$ cat src/rtl/fault_response_checker_sync_fifo.sv
// sync_fifo: single-clock first-word-fall-through FIFO.
// Ports:
//   clk, rst_n      clock, asynchronous active-low reset (empties the FIFO)
//   push, wdata     write request / data (ignored when full)
//   pop             read request (ignored when empty)
//   rdata           head entry, valid whenever !empty; forced to 0 when empty
//   full, empty     occupancy flags
// Push and pop in the same cycle leave the occupancy unchanged.
module sync_fifo #(
  parameter int WIDTH = 8,
  parameter int DEPTH = 4
) (
  input  logic             clk,
  input  logic             rst_n,
  input  logic             push,
  input  logic [WIDTH-1:0] wdata,
  input  logic             pop,
  output logic [WIDTH-1:0] rdata,
  output logic             full,
  output logic             empty
);

  localparam int AW = $clog2(DEPTH);

  logic [WIDTH-1:0] mem_q [DEPTH];
  logic [AW-1:0]    wr_ptr_q, wr_ptr_d;
  logic [AW-1:0]    rd_ptr_q, rd_ptr_d;
  logic [AW:0]      count_q, count_d;
  logic             do_push, do_pop;

  assign full    = (count_q == (AW+1)'(DEPTH));
  assign empty   = (count_q == '0);
  assign do_push = push && !full;
  assign do_pop  = pop && !empty;

  // Storage is not reset; the empty gate below keeps stale data off rdata.
  assign rdata = empty ? '0 : mem_q[rd_ptr_q];

  always_comb begin
    wr_ptr_d = wr_ptr_q;
    rd_ptr_d = rd_ptr_q;
    count_d  = count_q;
    if (do_push) wr_ptr_d = wr_ptr_q + 1'b1;  // DEPTH is a power of two: natural wrap
    if (do_pop)  rd_ptr_d = rd_ptr_q + 1'b1;
    case ({do_push, do_pop})
      2'b10:   count_d = count_q + 1'b1;
      2'b01:   count_d = count_q - 1'b1;
      default: count_d = count_q;
    endcase
  end

  always_ff @(posedge clk) begin
    if (do_push) mem_q[wr_ptr_q] <= wdata;
  end

  always_ff @(posedge clk or negedge rst_n) begin
    if (!rst_n) begin
      wr_ptr_q <= '0;
      rd_ptr_q <= '0;
      count_q  <= '0;
    end else begin
      wr_ptr_q <= wr_ptr_d;
      rd_ptr_q <= rd_ptr_d;
      count_q  <= count_d;
    end
  end

endmodule

$ cat config.mk
export PLATFORM = sky130hd
export DESIGN_NAME = sync_fifo
export DESIGN_NICKNAME = d
export VERILOG_FILES = /design/src/rtl/fault_response_checker_sync_fifo.sv
export SDC_FILE = /design/constraint.sdc
export NUM_CORES = 1
export LEC_CHECK = 0
export BUFFER_PORTS_ARGS = -buffer_cell sky130_fd_sc_hd__buf_2
export CAP_MARGIN = 20
export CORE_MARGIN = 1
export CORE_UTILIZATION = 40
export DETAILED_ROUTE_END_ITERATION = 8
export SYNTH_ARGS = -nofsm -noshare
export SYNTH_HDL_FRONTEND = slang
export SYNTH_SLANG_ARGS = --single-unit
$ cat constraint.sdc
create_clock -name clk -period 3.1 [get_ports clk]
set_input_delay 0.155 -clock clk [delete_from_list [all_inputs] [get_ports clk]]
set_output_delay 0.155 -clock clk [all_outputs]
set_load 0.005 [all_outputs]
==> results.md <==
* Total number of H-tree levels at 2
* Buffers on Ports at 21
* Synthesis-stage register bit count at 39
* Die X at 66.4 um
* Data arrival at the endpoint of the critical path at 1910 ps
* Area Growth Syn to Fin at 15.6%
* Post-Synthesis Cells at 89
* Sequential cell area at 1140 um2
* Worst-case register-to-register setup slack at 1110 ps
* Cells on worst reg2reg path at 8
* Area of the multi-input gates at 467 um2
* Worst Min Path Start: wdata[5]
* Die height at 66.4 um
* Worst clock skew at 7.00 ps
* Crit Reg-Reg Endpoint: count_q[2]
* Floorplan core area at 4000 um2
* Aggregate global routing overflow at 0
* Maximum number of pins on one net before global-route repair at 13
* Worst Max-Slew Pin Slew at 625 ps
* Worst flop-to-flop path startpoint: count_q[0]
* Kind of critical path: register to output pin
* Area post-placement at 1800 um2
* Clock-pin slew on the worst setup and hold paths at 80 ps
* CP Capture Type: output pin
* Hold slack at 77.1 ps
* Number of synthesized flops with an enable pin at 32
* Gates resized, CTS repair at 0
* Top cell type's share of synthesized area at 58.0%
* Overall power of the completed layout at 1.79 mW
* Static power due to leakage at 0.737 nW
* Source-to-sink clock delay at the later pin of the worst-skew pair at 290 ps
* Number of primary I/O pins at 22
* TritonCTS clock tree: yes
* Via-per-instance ratio at 4.74
* Final standard cell area without fillers at 1910 um2
* Most used standard cell by instance count after synthesis: edfxtp_1
* Power density over the cells at 933 nW/um2
* Post-synthesis area per instance at 18.6 um2
* Achievable clock frequency at 485 MHz
* Number of filler instances in the final layout at 331
* Cell types occupying the most area after synthesis: edfxtp_1, mux4_2, dfrtp_1
* Headroom to the max-slew limit at 58.3%
* Commonest cells post-synth: edfxtp_1, and2_1, mux4_2, dfrtp_1, inv_1
* Initial drt markers at 39
* Number of slew-limit violations in the final report at 0
* Path class of the lowest-slack min-delay path: primary input to register
* Post-DP HPWL at 1740 um
* Post-Route WL at 2630 um
* # clock sinks at 39
* Non-filler cells in the finished layout at 166
* Max rail drop VDD at 0.000408 V
* Area of the mapped netlist at 1660 um2
* WHS Endpoint: mem_q[0][5]
* Vias after detailed routing at 787
* Max-Cap Viols at 0
* Die ar. at 4400 um2
* First-pass GRT wire length at 4330 um
* Share of synthesized area occupied by flip-flops and latches at 68.6%
* Final count of hold timing violations at 0
* Cell Count Post-Placement at 157
* Buffers inserted by post-CTS timing repair at 0
* Yosys warnings at 0
* Synth area leader: edfxtp_1
* Async SR Flop Fraction at 17.9%
* Setup violations, final at 0
* Maximum clock insertion buffer count at 2
* Required arrival time at the worst endpoint at 2940 ps
* Root Driver: clkbuf_8
* Initial Util at 41.4%
* Routed length per instance at 15.8 um
* Cell Rows at 23
* Status: complete, no violations
* Initial antenna violation count at 0
* TritonCTS Buffers at 5
* Number of nets produced by synthesis at 107
* Total DRC errors in the routed layout at 0
* Maximum fanout count along the critical path at 10
* Number of nets still failing antenna checks after routing at 0
* Total global-route track usage at 14.7%
* Min Clock Period, post-route at 2060 ps
* Share of the clock period used by the worst path after layout at 66.5%
* Setup TNS at 0 ps
* Share of post-route cells with drive strength above 1 at 36.2%
* Net count of the finished layout at 133
* Vias in the first global route at 868
* Number of optimization iterations in the first detailed-route pass at 4
* Final RePlAce weighted congestion at 0.706
* Unrepaired setup endpoints after global routing: false
* Kind of start point of the critical path: register
* Number of stages on the worst hold path at 1
* Post-synthesis cell type count at 19
* Dominant synthesized flop cell: edfxtp_1
* Ant diodes at 0
[placed cells by master, fill, tap and decap left out, drive strengths merged]
master,count
edfxtp,32
buf,21
and2,13
mux4,8
inv,7
dfrtp,7
ha,5
clkbuf,5
xnor2,3
xor2,3
clkinv,2
or3,1
nor3b,1
nor2b,1
mux2i,1
mux2,1
nand3,1
nor2,1
fa,1
bufinv,1
dlygate4sd3,1
[layout make-up]
type / count / share of cell area [%]
clock buffer: 5 / 3.59
clock inverter: 3 / 2.03
inverter: 7 / 1.37
multi-input combinational: 40 / 24.4
sequential: 39 / 59.3
tap: 50 / 3.27
timing repair buffer: 22 / 6.01
[cell families after synthesis]
family | synth area share, %
fa+ha+maj | 4.98
buf+inv | 3.25
mux | 12.2
xor+xnor | 3.17
simple gates | 7.85
flops | 68.6
[power by group]
group	switching, mW	total [mW]	internal [mW]
registers	0.118	0.828	0.711
clock network	0.171	0.407	0.236
logic	0.235	0.550	0.315
[worst max-delay path by stage]
stage	endpoint	start
global placement	count_q[2]	count_q[0]
floorplan	count_q[2]	count_q[0]
detailed placement	count_q[2]	count_q[0]
finish	rdata[1]	rd_ptr_q[0]
global route	rdata[1]	rd_ptr_q[0]
CTS	rdata[4]	rd_ptr_q[0]
[layer usage]
| metal | wire (um) | vias up | GRT usage [%] |
|---|---|---|---|
| met5 | 0 | - | 0 |
| li1 | - | 373 | - |
| met2 | 1290 | 21 | 23.6 |
| met4 | 55 | 0 | 7.18 |
| met3 | 119 | 5 | 5.86 |
| met1 | 1170 | 388 | 17.0 |
[stage by stage]
step / utilization (%) / worst slack, ps
floorplan: - / 1250
finish: 47.9 / 1040
global placement: 44.9 / 1160
global route: 47.9 / 867
CTS: 47.9 / 976
detailed placement: 44.9 / 1120
[worst max-delay path, stage by stage (launching register included)]
cell	delay [ps]
dfrtp_1	740
mux4_2	570
and2_1	180
buf_2	120
[what timing repair did]
item | 4_1_cts | 5_1_grt
endpoints found under the setup margin | 0 | 0
endpoints found under the hold margin | 7 | 0
hold buffers | 1 | 0
[sequential cells by signal, indices dropped and copies added, names as in the netlist]
signal	cells
mem_q	32
rd_ptr_q	2
wr_ptr_q	2
count_q	3
(Power assumes the default switching activity.)
